===== config.mk =====
export PLATFORM = sky130hd
export DESIGN_NAME = mem_stage_sram_like
export DESIGN_NICKNAME = d
export VERILOG_FILES = /design/src/rtl/mem_stage_sram_like_pkg.sv /design/src/rtl/mem_stage_sram_like_load_align.sv /design/src/rtl/mem_stage_sram_like.sv
export SDC_FILE = /design/constraint.sdc
export NUM_CORES = 1
export LEC_CHECK = 0
export CAP_MARGIN = 15
export CORE_MARGIN = 4
export CORE_UTILIZATION = 35
export CTS_BUF_LIST = sky130_fd_sc_hd__clkbuf_8 sky130_fd_sc_hd__clkbuf_16
export CTS_CLUSTER_DIAMETER = 150
export CTS_CLUSTER_SIZE = 12
export DETAILED_ROUTE_END_ITERATION = 6
export GPL_TIMING_DRIVEN = 0
export PLACE_DENSITY_LB_ADDON = 0.25
export SLEW_MARGIN = 10
export SYNTH_ARGS = -nofsm -noshare
export SYNTH_HDL_FRONTEND = slang
export SYNTH_SLANG_ARGS = --single-unit
export TNS_END_PERCENT = 30

===== constraint.sdc =====
create_clock -name clk -period 3.8 [get_ports clk]
set_input_delay 1.14 -clock clk [delete_from_list [all_inputs] [get_ports clk]]
set_output_delay 1.14 -clock clk [all_outputs]
set_load 0.005 [all_outputs]

===== src/rtl/mem_stage_sram_like_pkg.sv =====
// Shared definitions for the memory-access stage: load/store type bit
// positions, datapath widths and the forwarding bus layout toward decode.
package mem_stage_sram_like_pkg;

    localparam int unsigned DATA_W          = 32;
    localparam int unsigned REG_W           = 5;
    localparam int unsigned LS_TYPE_W       = 6;
    localparam int unsigned MS_TO_DS_BUS_WD = 38;

    localparam int unsigned LS_WORD     = 0;
    localparam int unsigned LS_BYTE     = 1;
    localparam int unsigned LS_HALF     = 2;
    localparam int unsigned LS_LWL      = 3;
    localparam int unsigned LS_LWR      = 4;
    localparam int unsigned LS_UNSIGNED = 5;

    typedef struct packed {
        logic              result_ready;
        logic [REG_W-1:0]  dest;
        logic [DATA_W-1:0] result;
    } ms_to_ds_bus_t;

endpackage


===== src/rtl/mem_stage_sram_like_load_align.sv =====
// Combinational load-data extraction: byte/half select with sign or zero
// extension, and LWL/LWR byte merging with the rt operand.
module mem_stage_sram_like_load_align
    import mem_stage_sram_like_pkg::*;
(
    input  logic [LS_TYPE_W-1:0] ls_type,
    input  logic [1:0]           laddr,
    input  logic [DATA_W-1:0]    rdata,
    input  logic [DATA_W-1:0]    rt,
    output logic [DATA_W-1:0]    result_c
);

    logic [4:0]  shamt;
    logic [7:0]  byte_val;
    logic [15:0] half_val;
    logic        sext;

    always_comb begin
        shamt    = {laddr, 3'b000};
        byte_val = 8'(rdata >> shamt);
        half_val = laddr[1] ? rdata[31:16] : rdata[15:0];
        sext     = !ls_type[LS_UNSIGNED];
        result_c = '0;
        if (ls_type[LS_LWR]) begin
            // low (4-n) bytes come from the high end of the word
            case (laddr)
                2'd0:    result_c = rdata;
                2'd1:    result_c = {rt[31:24], rdata[31:8]};
                2'd2:    result_c = {rt[31:16], rdata[31:16]};
                default: result_c = {rt[31:8],  rdata[31:24]};
            endcase
        end else if (ls_type[LS_LWL]) begin
            // top (n+1) bytes come from the low end of the word
            case (laddr)
                2'd0:    result_c = {rdata[7:0],  rt[23:0]};
                2'd1:    result_c = {rdata[15:0], rt[15:0]};
                2'd2:    result_c = {rdata[23:0], rt[7:0]};
                default: result_c = rdata;
            endcase
        end else if (ls_type[LS_HALF]) begin
            result_c = {{16{sext & half_val[15]}}, half_val};
        end else if (ls_type[LS_BYTE]) begin
            result_c = {{24{sext & byte_val[7]}}, byte_val};
        end else if (ls_type[LS_WORD]) begin
            result_c = rdata;
        end
    end

endmodule


===== src/rtl/mem_stage_sram_like.sv =====
// MEM pipeline stage on a request/data_ok data bus: tracks in-flight
// requests, buffers a response while WB stalls, drops stale responses after
// a flush, aligns load data and drives the decode forwarding bus.
module mem_stage_sram_like
    import mem_stage_sram_like_pkg::*;
#(
    parameter int unsigned PAYLOAD_W = 96,
    parameter int unsigned MAX_OUTST = 2
) (
    input  logic                       clk,
    input  logic                       reset,
    input  logic                       es_to_ms_valid,
    input  logic                       es_req_fire,
    input  logic [LS_TYPE_W-1:0]       es_ls_type,
    input  logic [1:0]                 es_ls_laddr,
    input  logic                       es_mem_req,
    input  logic                       es_mem_re,
    input  logic [DATA_W-1:0]          es_rt_value,
    input  logic [DATA_W-1:0]          es_alu_result,
    input  logic                       es_privil,
    input  logic                       es_gpr_we,
    input  logic [REG_W-1:0]           es_dest,
    input  logic [PAYLOAD_W-1:0]       es_payload,
    input  logic                       exc_flush,
    input  logic                       data_sram_data_ok,
    input  logic [DATA_W-1:0]          data_sram_rdata,
    input  logic                       ws_allowin,
    output logic                       ms_allowin,
    output logic                       ms_can_issue,
    output logic                       ms_to_ws_valid,
    output logic [DATA_W-1:0]          ms_final_result,
    output logic                       ms_gpr_we,
    output logic [REG_W-1:0]           ms_dest,
    output logic [PAYLOAD_W-1:0]       ms_payload,
    output logic [MS_TO_DS_BUS_WD-1:0] ms_to_ds_bus
);

    localparam int unsigned CNT_W = $clog2(MAX_OUTST + 1);

    logic                 ms_valid;
    logic [LS_TYPE_W-1:0] ms_ls_type;
    logic [1:0]           ms_laddr;
    logic                 ms_mem_req;
    logic                 ms_mem_re;
    logic [DATA_W-1:0]    ms_rt;
    logic [DATA_W-1:0]    ms_alu;
    logic                 ms_privil;

    logic [CNT_W-1:0]     outst_cnt;
    logic [CNT_W-1:0]     discard_cnt;
    logic                 buf_valid;
    logic [DATA_W-1:0]    rdata_buf;

    logic                 data_ok_live;
    logic                 wait_resp;
    logic                 resp_for_ms;
    logic                 ms_ready_go;
    logic                 leave;
    logic [CNT_W:0]       flush_discard;
    logic [DATA_W-1:0]    load_src;
    logic [DATA_W-1:0]    load_data_c;
    ms_to_ds_bus_t        ds_bus;

    // Handshake and response ownership
    always_comb begin
        data_ok_live   = data_sram_data_ok & (discard_cnt == '0);
        wait_resp      = ms_valid & ms_mem_req & !buf_valid;
        resp_for_ms    = wait_resp & data_ok_live;
        ms_ready_go    = !wait_resp | data_ok_live | buf_valid;
        ms_to_ws_valid = ms_valid & ms_ready_go;
        ms_allowin     = !ms_valid | (ms_ready_go & ws_allowin) | exc_flush;
        leave          = ms_to_ws_valid & ws_allowin;
        ms_can_issue   = outst_cnt < CNT_W'(MAX_OUTST);
        flush_discard  = {1'b0, outst_cnt} + (CNT_W+1)'(es_req_fire)
                         - (CNT_W+1)'(data_ok_live);
        load_src       = buf_valid ? rdata_buf : data_sram_rdata;
    end

    mem_stage_sram_like_load_align u_load_align (
        .ls_type  (ms_ls_type),
        .laddr    (ms_laddr),
        .rdata    (load_src),
        .rt       (ms_rt),
        .result_c (load_data_c)
    );

    always_comb begin
        ms_final_result     = ms_privil ? ms_rt : (ms_mem_re ? load_data_c : ms_alu);
        ds_bus.result_ready = !(ms_mem_re & !ms_ready_go);
        ds_bus.dest         = ms_dest;
        ds_bus.result       = ms_final_result;
        ms_to_ds_bus        = (ms_valid & ms_gpr_we) ? ds_bus : '0;
    end

    always_ff @(posedge clk) begin
        if (reset) begin
            ms_valid    <= 1'b0;
            ms_ls_type  <= '0;
            ms_laddr    <= '0;
            ms_mem_req  <= 1'b0;
            ms_mem_re   <= 1'b0;
            ms_rt       <= '0;
            ms_alu      <= '0;
            ms_privil   <= 1'b0;
            ms_gpr_we   <= 1'b0;
            ms_dest     <= '0;
            ms_payload  <= '0;
            outst_cnt   <= '0;
            discard_cnt <= '0;
            buf_valid   <= 1'b0;
            rdata_buf   <= '0;
        end else begin
            if (exc_flush) begin
                ms_valid <= 1'b0;
            end else if (ms_allowin) begin
                ms_valid <= es_to_ms_valid;
            end

            if (es_to_ms_valid && ms_allowin) begin
                ms_ls_type <= es_ls_type;
                ms_laddr   <= es_ls_laddr;
                ms_mem_req <= es_mem_req;
                ms_mem_re  <= es_mem_re;
                ms_rt      <= es_rt_value;
                ms_alu     <= es_alu_result;
                ms_privil  <= es_privil;
                ms_gpr_we  <= es_gpr_we;
                ms_dest    <= es_dest;
                ms_payload <= es_payload;
            end

            // Everything in flight at a flush becomes stale and is drained silently
            if (exc_flush) begin
                outst_cnt   <= '0;
                discard_cnt <= CNT_W'(flush_discard);
            end else begin
                if (es_req_fire && !data_ok_live) begin
                    outst_cnt <= outst_cnt + CNT_W'(1);
                end else if (!es_req_fire && data_ok_live) begin
                    outst_cnt <= outst_cnt - CNT_W'(1);
                end
                if (data_sram_data_ok && discard_cnt != '0) begin
                    discard_cnt <= discard_cnt - CNT_W'(1);
                end
            end

            if (exc_flush || leave) begin
                buf_valid <= 1'b0;
            end else if (resp_for_ms && !ws_allowin) begin
                buf_valid <= 1'b1;
                rdata_buf <= data_sram_rdata;
            end
        end
    end

endmodule


==> results of run 1 <==
per-layer routing:
| metal | vias up | share of wire, % | wire length [µm] | global-route usage [%] |
|---|---|---|---|---|
| met5 | - | 0 | 0 | 0 |
| met1 | 6651 | 37 | 22000 | 35.8 |
| met3 | 160 | 10 | 6050 | 8.23 |
| li1 | 6405 | - | - | - |
| met2 | 775 | 48 | 28600 | 53.4 |
| met4 | 0 | 4.8 | 2850 | 10.8 |
kinds of logic (layout without fill, tap and decap cells):
logic type | count (synthesis) | in the layout | share of synthesized area [%]
compound gates | 477 | 477 | 25.2
xor+xnor | 6 | 6 | 0.440
fa+ha+maj | 4 | 4 | 0.419
buf+inv | 150 | 613 | 5.78
flops | 215 | 215 | 36.0
mux | 108 | 108 | 11.2
other cells | 0 | 1 | 0
simple gates | 595 | 595 | 21.0
through the flow:
step	setup slack (ns)	total power, mW	setup TNS (ns)	cell area (µm²)	instances
detailed placement	-1.27	3.91	-66.08	16400	2392
floorplan	0.164	3.13	0	12000	1555
global placement	-1.23	3.90	-65.34	16400	2392
finish	-0.209	5.88	-4.32	17900	2467
CTS	-0.289	5.86	-6.59	17700	2448
global route	-0.236	6.10	-6.29	17900	2467
area by class of cell:
cell class                      instances  share of cell area [%]
Antenna cell                            1                  0.0139
Buffer                                130                    4.54
Clock buffer                           21                    2.93
Clock inverter                          2                  0.0697
Inverter                               16                   0.349
Multi-Input combinational cell       1190                    42.0
Sequential cell                       215                    24.0
Tap cell                              448                    3.12
Timing Repair Buffer                  444                    22.9
power by group through the flow:
stage          Combinational [mW]  Clock (mW)  Sequential (mW)
6_report                     1.56        1.85             2.46
3_5_place_dp                 1.40           0             2.51
5_1_grt                      1.66        1.97             2.47
3_3_place_gp                 1.39           0             2.50
2_1_floorplan               0.651           0             2.48
4_1_cts                      1.51        1.89             2.46
state kept, by name, indices dropped and copies added (netlist names), 2 cells and up:
signal       cells
ms_payload      96
ms_alu          32
ms_rt           32
rdata_buf       32
ms_ls_type       6
ms_dest          5
discard_cnt      2
ms_laddr         2
outst_cnt        2
worst max-delay path, stage by stage:
cell and delay [ns]:
buf_8 0.10, mux2_4 0.30, o22ai_4 0.22, buf_12 0.14
nor4_4 0.05, buf_6 0.16, buf_6 0.11, nand3b_1 0.17
buf_4 0.15, a22o_1 0.20, buf_2 0.14
worst paths after layout:
check	endpoint	slack, ns
setup reg to reg	ms_rt[3]	1.26
hold reg to reg	ms_payload[33]	0.45
setup / recovery	ms_to_ds_bus[25]	-0.21
hold / removal	ms_payload[33]	0.45
cells in the mapped netlist, types with 11 or more instances:
cell and instances:
dfxtp_1 215, nand2b_1 18, mux2_2 45, a22oi_1 17, a31oi_1 14, o21a_1 14, inv_1 14, buf_2 36
clkbuf_1 77, nor2_1 43, a211oi_1 24, nor2b_1 13, nand2_1 450, mux2i_1 48, a21oi_1 244, o211ai_1 13
o22ai_1 18, o22a_1 11, nand3_1 14, o21ai_0 43, and3_1 15, mux4_2 12
repair_timing:
item	4_1_cts	5_1_grt
resized for setup	489	98
hold buffers	0	0
endpoints found under the setup margin	66	66
gates cloned	1	0
setup buffers	45	20
pin swaps	60	33
==> impl_results.md, run 1 <==
* Die span in x at 193 µm
* Leak Pwr at 6.86 nW
* Initial antenna violation count at 1
* Area leader, netlist: dfxtp_1
* Register-to-Register Path Depth at 9
* Post-Syn Area at 12000 µm²
* Worst IR Drop VDD at 0.352 mV
* Drt drc at 0
* Syn avg cell area at 7.69 µm²
* Clock latency on the worst-skew pair at 0.52 ns
* Drt first pass iters at 6
* Crit path from: data_sram_rdata[23]
* Unique masters post-synth at 82
* H-tree depth at 1
* Port Buffer Count at 389
* Post-synth ARST share at 0%
* FF+latch area at 4310 µm²
* Max Slew Vio Count at 0
* Core area at 33600 µm²
* Layout cell share with drive strength beyond 1 at 19.9%
* Final Net Count at 2238
* Main area contributors after synthesis: dfxtp_1, nand2_1, a21oi_1
* Sw power at 1.77 mW
* CTS tree: built
* Clock skew at 0.0181 ns
* Total track usage at 30.5%
* Top_reg_cell synth: dfxtp_1
* Count of final setup violators at 48
* Share of power burned in combinational logic at 26.5%
* Gate Count Post-Synth at 1555
* Hold depth at 2
* Hold Path Class: reg2reg
* Footprint of the multi-input gates at 7550 µm²
* Final hold slack at 0.453 ns
* Final hold vios at 0
* Largest net degree at the start of global routing at 13
* Int Pwr at 4.11 mW
* Starting Density at 35.6%
* Area growth from synthesis to layout at 50.2%
* Final WS setup at -0.209 ns
* RSZ-0062 raised after global routing: yes
* Ports at 391
* Max-Cap Viols at 0
* Initial drt markers at 1090
* Clock sink count at 215
* HPWL after DPL at 46900 µm
* Fin crit share at 106%
* Sw frac at 30.1%
* Reg power frac at 41.9%
* Seq/Total Area, Yosys at 36.0%
* Critical path fanouts, max at 5
* Max clock buf depth at 3
* Via density at 5.67
* Outcome: finished, violations left
* Vias in the first global route at 13608
* Worst setup EP type: output pin
* Total grt overflow at 0
* Fill count at 3238
* Commonest non-fill, non-tap cell in the layout: nand2_1
* Crit Path Class: in2out
* CTS Root Cell: clkbuf_16
* Hold_sp: ms_payload[33]
* R2r startpoint: discard_cnt[0]
* CTS Buf Count at 21
* Fin crit period at 4.01 ns
* Least-Margin Pin Slew at 0.895 ns
* Vias at 13991
* Seq cells post-synth at 215
* Routed wire length at 59500 µm
* Slew headroom at 40.3%
* First-pass GRT wire length at 85900 µm
* RD Place Congestion at 1.01
* YS warnings at 0
* Most frequent cells in the layout: nand2_1, clkdlybuf4s50_1, a21oi_1
* Clk pwr share at 31.5%
* Die ar. at 37200 µm²
* Power per cell area at 327 nW/µm²
* Clk slew on worst S/H paths at 0.06 ns
* Top cell type's share of synthesized area at 36.0%
* Startpoint Class: input pin
* Synth Net Count at 1775
* Final design utilization at 53.4%
* Cell Rows at 67
* CP required at 2.66 ns
* Final ANT Viol Nets at 0
* Failing checks: setup timing
* Post-synth EDFFs at 0
* WL per Instance at 24.1 µm
* Die H at 193 µm
* Fmax at 0.249 GHz
* WP data arrival at 2.87 ns
Note: power is estimated with default switching activity, not from simulation.
==> inputs of run 2 (changes only) <==
==> constraint.sdc (replaced) <==
create_clock -name clk -period 3.8 [get_ports clk]
set_input_delay 0.38 -clock clk [delete_from_list [all_inputs] [get_ports clk]]
set_output_delay 0.38 -clock clk [all_outputs]
set_load 0.005 [all_outputs]
==> run 2 against run 1 <==
Compared with the run above:
- the run still ends with setup timing left
- total power shrank 2.3%
- die area stayed put
- non-clock buffer count fell by 53
- via count is 3.0% lower
- sequential cell count stayed put
- register-to-register slack worse by 0.06 ns
- cell count shrank 2.2%
- setup slack better by 0.20 ns
- core utilization down 2.7 points
- hold slack got worse by 0.087 ns
==> impl_results.md, run 2 (synthesis gave the netlist of run 1 again) <==
* Final Net Count at 2185 (-2.4%)
* Port Buffer Count at 389 (unchanged)
* Fin crit period at 3.81 ns (-0.202 ns)
* Via density at 5.63 (-0.80%)
* Hold Path Class: in2reg
* Max Slew Vio Count at 0 (unchanged)
* Area growth from synthesis to layout at 42.5%
* Cell Rows at 67 (unchanged)
* Total track usage at 29.9% (-0.64 points)
* Least-Margin Pin Slew at 0.906 ns (+0.0111 ns)
* Crit-path slowest cell: nor3b_2
* Die ar. at 37200 µm² (unchanged)
* Starting Density at 35.6% (unchanged)
* Register-to-Register Path Depth at 9 (unchanged)
* Clk slew on worst S/H paths at 0.07 ns (about the same)
* HPWL after DPL at 46900 µm (unchanged)
* Final hold slack at 0.366 ns (-0.0870 ns)
* Max clock buf depth at 3 (unchanged)
* CTS Root Cell: clkbuf_16
* CTS tree: built
* Total power at 5.74 mW (-2.3%)
* Placed cell areas at 16400 µm² (unchanged)
* Fin Setup TNS at -0.00726 ns (+4.31 ns)
* Pre-CTS WS at 0.138 ns (+1.40 ns)
* Most flops, register: ms_payload
* Routed wire length at 58400 µm (-1.9%)
* RD Place Congestion at 1.01 (unchanged)
* Final ANT Viol Nets at 0 (unchanged)
* Die span in x at 193 µm (unchanged)
* Clock latency on the worst-skew pair at 0.52 ns (about the same)
* Ant. Diodes at 0 (-1)
* Worst IR Drop VDD at 0.351 mV (-0.22%)
* Fmax at 0.263 GHz (+5.3%)
* Total grt overflow at 0 (unchanged)
* Leak Pwr at 6.20 nW (-9.6%)
* R2R setup slack at 1.20 ns (-0.06 ns)
* H-tree depth at 1 (unchanged)
* Drt first pass iters at 6 (unchanged)
* Max reg flops at 96 (unchanged)
* CTS Buf Count at 21 (unchanged)
* Outcome: finished, violations left
* Drt drc at 0 (unchanged)
* Crit Path Class: reg2out
* Critical path fanouts, max at 10 (+5)
* Clock skew at 0.0150 ns (-0.00308 ns)
* Final hold vios at 0 (unchanged)
* Largest net degree at the start of global routing at 20 (+7)
* Hold depth at 3 (+1)
* Vias in the first global route at 13235 (-2.7%)
* WP data arrival at 3.43 ns (+0.56 ns)
* Failing checks: setup timing
* Power per cell area at 337 nW/µm² (+3.0%)
* Hold_sp: reset
* Clock sink count at 215 (unchanged)
* Slew headroom at 39.6% (-0.74 points)
* Initial antenna violation count at 0 (-1)
* Startpoint Class: flip-flop
* Core area at 33600 µm² (unchanged)
* Fill count at 3295 (+1.8%)
* Commonest non-fill, non-tap cell in the layout: nand2_1
* Fin crit share at 100% (-5.3 points)
* Post-CTS Setup Bufs at 0 (-100%)
* CP required at 3.42 ns (+0.76 ns)
* Initial drt markers at 970 (-11%)
* Vias at 13575 (-3.0%)
* R2r startpoint: discard_cnt[0]
* First-pass GRT wire length at 83900 µm (-2.3%)
* Hold Path End: buf_valid
* Layout cell share with drive strength beyond 1 at 9.21% (-11 points)
* Hold-fix buffers, CTS at 0 (unchanged)
* FF-to-FF End: ms_rt[3]
* Final WS setup at -0.00726 ns (+0.202 ns)
* WL per Instance at 24.2 µm (+0.25%)
* Max-Cap Viols at 0 (unchanged)
* Crit-path cells: clkbuf_1, nor3b_2, a221oi_1, o32ai_1, o211ai_1, a21oi_1, clkdlybuf4s50_1
* Count of final setup violators at 1 (-98%)
* RSZ-0062 raised after global routing: yes
* Slowest stage delay, CP at 0.76 ns (+0.46 ns)
* Worst setup EP type: output pin
* Most frequent cells in the layout: nand2_1, clkdlybuf4s50_1, a21oi_1
* Ports at 391 (unchanged)
* Die H at 193 µm (unchanged)
* Final instance area at 17000 µm² (-5.1%)
==> run 2: how the worst max path moves through the flow <==
stage	from	endpoint	slack, ns	depth (start not counted)
after detailed placement	ms_mem_re	ms_to_ds_bus[20]	0.14	8
after global placement	ms_mem_re	ms_to_ds_bus[20]	0.16	8
after floorplan	buf_valid	ms_to_ds_bus[8]	1.58	7
after CTS	buf_valid	ms_to_ds_bus[7]	0.006	8
after global routing	ms_ls_type[1]	ms_to_ds_bus[6]	-0.09	7
final	ms_ls_type[1]	ms_to_ds_bus[6]	-0.007	7
==> run 2: worst max-delay path, delay by kind of cell (launching register included) <==
family	cells	cell delay, ns
AOI/OAI and AO/OA	4	1.04
and+or+nand+nor	1	0.76
buffers and inverters	2	0.80
DFF	1	0.31
==> run 2: timing repair <==
item / in CTS / in global routing
hold endpoints to repair: 0 / 0
endpoints found under the setup margin: 41 / 43
gates resized for setup: 15 / 18
==> run 2: layout make-up <==
cell class	instances	area, µm²	area share, %
multi-input combinational	1190	7030	41.3
sequential	215	4310	25.3
timing repair buffer	389	3890	22.9
buffer	132	642	3.77
tap	448	561	3.29
clock buffer	21	526	3.09
inverter	16	60.1	0.353
clock inverter	2	12.5	0.0735
==> run 2: per-layer routing <==
layer  wire length, µm  vias up  track usage, %
met3              5510      135            7.92
met4              2670        0            10.9
li1                  -     6291               -
met1             22100     6485            35.2
met5                 0        -               0
met2             28100      664            52.1
==> run 2: power breakdown <==
part           switching [mW]  internal (mW)
logic                   0.738          0.691
clock network           0.873          0.977
registers              0.0924           2.37
==> run 2: through the flow <==
stage               utilization (%)  instances
floorplan                         -       1555
global placement               48.8       2392
detailed placement             48.8       2392
CTS                            50.5       2413
global route                   50.7       2413
finish                         50.7       2413
